--- config.mk ---
export PLATFORM = sky130hd
export DESIGN_NAME = rr_onehot_arbiter
export DESIGN_NICKNAME = d
export VERILOG_FILES = /design/src/rtl/rr_onehot_arbiter.sv
export SDC_FILE = /design/constraint.sdc
export NUM_CORES = 1
export LEC_CHECK = 0
export ABC_AREA = 1
export CELL_PAD_IN_SITES_DETAIL_PLACEMENT = 2
export CELL_PAD_IN_SITES_GLOBAL_PLACEMENT = 2
export CORE_UTILIZATION = 29
export DETAILED_ROUTE_END_ITERATION = 7
export PLACE_DENSITY_LB_ADDON = 0.05
export SYNTH_ARGS = -nofsm -noshare
export SYNTH_HDL_FRONTEND = slang
export SYNTH_SLANG_ARGS = --single-unit
--- constraint.sdc ---
create_clock -name clk -period 2.45 [get_ports clk]
set_clock_uncertainty 0.2 [all_clocks]
set_input_delay 0.6125 -clock clk [delete_from_list [all_inputs] [get_ports clk]]
set_output_delay 0.6125 -clock clk [all_outputs]
set_load 0.05 [all_outputs]
--- src/rtl/rr_onehot_arbiter.sv ---
// Round-robin arbiter over 8 request lines with a registered one-hot grant held until ack.
// Optional macro RR_BACK2BACK_EN: re-arbitrate on the ack edge so grants follow with no bubble.
module rr_onehot_arbiter #(
  parameter int N     = 8,
  parameter int PTR_W = 3
) (
  input  logic         clk,
  input  logic         rst_n,
  input  logic [N-1:0] req,
  input  logic         gnt_ack,
  output logic [N-1:0] gnt,
  output logic         gnt_valid,
  output logic         busy
);

  typedef enum logic {
    IDLE  = 1'b0,
    GRANT = 1'b1
  } state_t;

  typedef struct packed {
    logic             found;
    logic [PTR_W-1:0] idx;
  } pick_t;

  state_t           state_q, state_d;
  logic [PTR_W-1:0] ptr_q, ptr_d;
  logic [PTR_W-1:0] sel_q, sel_d;
  logic [N-1:0]     gnt_q, gnt_d;
  logic [PTR_W-1:0] ptr_after_sel;
  pick_t            pick_idle;

  // Rotate the request vector so the pointer lands on bit 0, take the lowest set
  // bit, then add the pointer back; PTR_W-bit addition gives the mod-8 wrap.
  function automatic pick_t rr_pick(input logic [N-1:0] r, input logic [PTR_W-1:0] p);
    logic [2*N-1:0] dbl;
    logic [N-1:0]   rot;
    pick_t          res;
    dbl       = {r, r};
    rot       = dbl[p +: N];
    res.found = |r;
    res.idx   = '0;
    for (int i = N - 1; i >= 0; i--) begin
      if (rot[i]) res.idx = p + PTR_W'(i);
    end
    return res;
  endfunction

  assign ptr_after_sel = sel_q + PTR_W'(1);
  assign pick_idle     = rr_pick(req, ptr_q);

`ifdef RR_BACK2BACK_EN
  pick_t pick_next;
  // The line being released is masked out so it cannot win again on its own ack.
  assign pick_next = rr_pick(req & ~gnt_q, ptr_after_sel);
`endif

  // NOTE: every variable driven here gets a default first, so no path leaves a
  // value unassigned and no latch is inferred.
  always_comb begin
    state_d = state_q;
    ptr_d   = ptr_q;
    sel_d   = sel_q;
    gnt_d   = gnt_q;
    unique case (state_q)
      IDLE: begin
        if (pick_idle.found) begin
          state_d = GRANT;
          sel_d   = pick_idle.idx;
          gnt_d   = N'(1) << pick_idle.idx;
        end
      end
      GRANT: begin
        if (gnt_ack) begin
          ptr_d = ptr_after_sel;
`ifdef RR_BACK2BACK_EN
          if (pick_next.found) begin
            sel_d = pick_next.idx;
            gnt_d = N'(1) << pick_next.idx;
          end else begin
            state_d = IDLE;
            gnt_d   = '0;
          end
`else
          state_d = IDLE;
          gnt_d   = '0;
`endif
        end
      end
      default: begin
        state_d = IDLE;
        gnt_d   = '0;
      end
    endcase
  end

  // NOTE: sequential state uses non-blocking assignments so every register
  // samples the values from before this edge, independent of statement order.
  always_ff @(posedge clk or negedge rst_n) begin
    if (!rst_n) begin
      state_q <= IDLE;
      ptr_q   <= '0;
      sel_q   <= '0;
      gnt_q   <= '0;
    end else begin
      state_q <= state_d;
      ptr_q   <= ptr_d;
      sel_q   <= sel_d;
      gnt_q   <= gnt_d;
    end
  end

  // gnt is only ever loaded with a single shifted bit or zero, so it is one-hot-or-zero.
  assign gnt       = gnt_q;
  assign gnt_valid = (state_q == GRANT);
  assign busy      = gnt_valid;

endmodule

# After elaboration in Yosys (flattened, before gate mapping)
# Index checks and enable logic that the tools add are counted.
# word_totals
reg_bits,15
latch_bits,0
mem_bits_rw,0
rom_bits,0
input_bits,11
out_inout_bits,10
wordCells,35
mem_count,0
# classes
n_addsub,8
mul,0
div,0
order_cmp,0
eq_ne,2
n_shift,2
mux,14
bitwise_logic,1
reduce_logical,4
# ops
operator,count
3-bit two-way mux,8
8-bit two-way mux,2
8-bit case mux with 2 select lines,1
16-bit by 4-bit variable part select with 8-bit output,1
"3-bit adder, second input constant",4
8-bit OR reduction,1
"1-bit by 3-bit left shift with 8-bit output, first input constant",1
"3-bit by 1-bit adder with 3-bit output, second input constant",2
"3-bit by 2-bit adder with 3-bit output, second input constant",2
2-bit AND reduction,3
"2-bit inequality test, second input constant",2
1-bit two-way mux,2
1-bit case mux with 2 select lines,1
1-bit inverter,1

# Logic depth before layout (Yosys ltp)
# depth
ltp_word,12
ltp_mapped,18
ltp_nobuf,18

# Worst setup path after synthesis
# OpenSTA, ideal clock, no wires.
# synth_timing
path_kind,input-to-reg
startpoint,input req[1]
endpoint,register gnt_q[3] (netlist: gnt[3])
setup_time_ns,0.118
arrival_time_ns,1.629
t_required_ns,2.132
path_slack_ns,0.503
cell_stages,14
n_path_buf,0
path_cell_list,nand2_1 -> nand3_1 -> nand2_1 -> inv_2 -> o21ai_2 -> inv_2 -> a21oi_1 -> nand2_1 -> nand2_1 -> nand2_2 -> nand2_2 -> nor2_4 -> nand2_1 -> nand2_1
# synth_between
elab_chain_cells,12
word_cells_on_any_way,15
classes_between,eq/ne: 1; shift: 2; mux: 10; reduce/logical: 2
# synth_rtl
item,line,text
from (decl),9,"input logic [N-1:0] req,"
16-bit by 4-bit variable part select with 8-bit output,40,rot = dbl[p +: N];
3-bit two-way mux (8 in a row),44,if (rot[i]) res.idx = p + PTR_W'(i);
1-bit by 3-bit left shift with 8-bit output,70,gnt_d = N'(1) << pick_idle.idx;
8-bit two-way mux,67,if (pick_idle.found) begin
8-bit case mux with 2 select lines,65,unique case (state_q)
to (signal assigned),109,gnt_q <= gnt_d;
to (decl),29,"logic [N-1:0] gnt_q, gnt_d;"
# Parallel ways exist; a longest one is shown, timed or not. The select of a mux whose other input is x is not followed.
# A chain may end at the register's enable or synchronous reset.

# Final worst setup path
# layout_timing
startpoint,register state_q (netlist: busy)
endpoint,output gnt_valid
# layout_lines
item,line,text
from (decl),26,"state_t state_q, state_d;"
from (signal assigned),106,state_q <= state_d;
to (decl),12,"output logic gnt_valid,"
# No word-level cell between the ends.

==> impl_metrics.toml <==
[timing]
finalWorstSetupSlack_ns = 0.160
setup_viol = 0
tightest_slew_ns = 0.506
hold_viol = 0
report.final.slew_viol_count = 0
min_period_over_period = 0.935
max_freq_ghz = 0.437
period_minus_slack_ns = 2.29
tns_ns = 0
relSlewSlack = 0.662
finalHoldWorstSlack_ns = 0.284
rsz0062_at_grt = "no"

[final_layout]
final_nets = 251
fin_cells = 288
most-common-layout-cells = "69 x nand2_1, 24 x nand2_2, 16 x nand3_1"
drive_above_1_share = 0.318
fin_util = 0.403
layout_commonest_cell = "nand2_1"
fillers = 546
postLayoutCellArea_sq_mm = 0.00178
num_antenna_cells = 0
area_growth_pct = 32.4

[critical_path]
crit_path_start_kind = "flip-flop"
arrival_ns = 1.48
crit_family = "buffers and inverters"
reg2reg_from = "ptr_q[0]$_DFFE_PN0P_"
cp.required_ns = 1.64
r2r_cells = 17
cp_slowest_cell = "clkdlybuf4s50_1"
slowest_delay_ns = 0.83
path_cells = "clkdlybuf4s50_1"
rrSetupSlack_ns = 0.21
crit_type = "reg2out"
cp-end-kind = "output port"
cp_num_buf_inv = 1
rr_endpoint = "gnt[4]$_DFFE_PN0P_"
path_max_fanout = 5

[grt]
grt_pass1_vias = 1601
grt_max_degree = 16
antenna_found_initial = 0
grt_overflow = 0
grt_first_pass_wirelength_um = 7890
groute.usage.overall = 0.204

[status]
status = "complete, no violations"

[floorplan]
dieArea_sq_mm = 0.00491
dieHeight_um = 70.1
core_sq_mm = 0.00441
die_w_um = 70.1
ios = 21
start_util = 0.305
rows = 24

[yosys]
ys_types = 25
synth_area_per_cell_sq_um = 6.63
syn_inst = 203
synth_area_leader_cell = "dfrtp_1"
netlist_area_sq_mm = 0.00135
synth_area_leaders = "dfrtp_1 28%, nand2_1 22%, nand3_1 8.2%, nand2_2 7.0%, nand3_2 6.0%"
seq_area_frac_synth = 0.279
synth_seq_cells = 15
ys_warn_count = 0
synth_top_area_share = 0.279
syn-num-nets = 217

[placed_design]
port_buffers = 20
dp_slack_ns = -0.385
placedCellCount = 283
dp_hpwl_um = 3750
dpl-instance-area_sq_mm = 0.00167
routabilityCongestion = 0.794

[cts]
htree_levels = 1
cts.sink_count = 15
cts_made_buffers = 3
cts_hold_buf = 0
clkLatencyLatePin_ns = 0.25
cts.clk_slew.worst_paths_ns = 0.06
clock-root-buffer = "clkbuf_8"
cts_tree = "yes"
clock_path_buffers = 2

[worst_hold_path]
whs_path_depth = 2
worst_hold_path_type = "reg2reg"
hold_end = "gnt[1]$_DFFE_PN0P_"
hold_start = "gnt[1]$_DFFE_PN0P_"

[routing]
viasPerCell = 4.99
num_vias = 1436
drtPass1Iterations = 4
wl_per_cell_um = 16.3
antenna_left = 0
post-route-drc-count = 0
drt_iter0_markers = 55
wl_um = 4680

[power_and_ir_drop]
p_leak_nw = 0.892
power_density_mw_per_mm2 = 1680
finalPower_mw = 2.99
peakVddDrop_v = 0.000674

[job]
drv_cap = 0
==> metal layers <==
metal  GRT usage  wire length [um]  vias to the layer above
met1       0.241              2020                      699
met3      0.0144                66                        4
li1            -                 -                      718
met2       0.391              2560                       15
met4      0.0533                38                        0
met5           0                 0                        -
==> logic make-up (layout without fill, tap and decap cells) <==
logic type / count (synthesis) / after routing / synth area share
simple gates: 140 / 140 / 0.493
buf+inv: 20 / 53 / 0.0763
compound gates: 21 / 21 / 0.0977
fa+ha+maj: 3 / 3 / 0.0279
flops: 15 / 15 / 0.279
xor+xnor: 4 / 4 / 0.0261
==> cell usage after synthesis <==
master	count
a21boi_0	1
a21oi_1	9
a21oi_2	2
a31oi_1	2
and2_1	1
buf_2	1
buf_4	3
buf_6	2
dfrtp_1	15
ha_1	3
inv_1	6
inv_2	8
nand2_1	78
nand2_2	15
nand3_1	22
nand3_2	8
nor2_1	10
nor2_2	3
nor2_4	1
nor4_1	2
o21a_1	1
o21ai_0	3
o21ai_2	3
xnor2_1	2
xor2_1	2
==> final cells by class <==
type / count / area (sq um) / share of cell area
inverter: 14 / 55.1 / 0.0309
clock buffer: 4 / 45.0 / 0.0253
multi-input combinational: 168 / 937 / 0.526
timing repair buffer: 35 / 303 / 0.170
sequential: 15 / 375 / 0.211
tap: 52 / 65.1 / 0.0365
==> worst max-delay path by stage <==
| stage | from | end | slack, ns | cells past startpoint |
|---|---|---|---|---|
| after floorplan | req[1] | gnt[3]$_DFFE_PN0P_ | 0.50 | 14 |
| after global placement | req[5] | gnt[2]$_DFFE_PN0P_ | -0.27 | 17 |
| after detailed placement | req[7] | gnt[5]$_DFFE_PN0P_ | -0.38 | 17 |
| after CTS | busy$_DFF_PN0_ | gnt_valid | 0.14 | 1 |
| after global routing | req[1] | gnt[3]$_DFFE_PN0P_ | 0.004 | 17 |
| final | busy$_DFF_PN0_ | gnt_valid | 0.16 | 1 |
==> flip-flops by register name, summed over array words and instances, names as in the netlist <==
| signal | count |
|---|---|
| sel_q | 3 |
| busy | 1 |
| gnt | 8 |
| ptr_q | 3 |
==> report_power, final <==
group	switching (mW)	internal, mW	leakage, nW
clock	0.0847	0.115	0.0228
combinational	1.57	0.811	0.678
sequential	0.0642	0.344	0.191
==> worst register-to-register path, cell delays in order (launching register included) <==
cell     delay (ns)
dfrtp_1        0.40
inv_2          0.19
nand2_1        0.12
nand3_1        0.12
nand2_1        0.07
nand2_1        0.07
nand2_2        0.08
buf_4          0.14
nand2_1        0.07
nand2_1        0.06
nand2_1        0.07
nand2_1        0.05
nand2_1        0.06
nand2_2        0.08
buf_4          0.15
nor2_2         0.12
nand2_1        0.07
nand2_1        0.06
==> what timing repair did <==
item / in CTS / in global routing
pin swaps: 7 / 1
endpoints found under the setup margin: 10 / 4
gates resized for setup: 24 / 6
setup buffers: 0 / 1
Note: power is estimated with default switching activity, not from simulation.
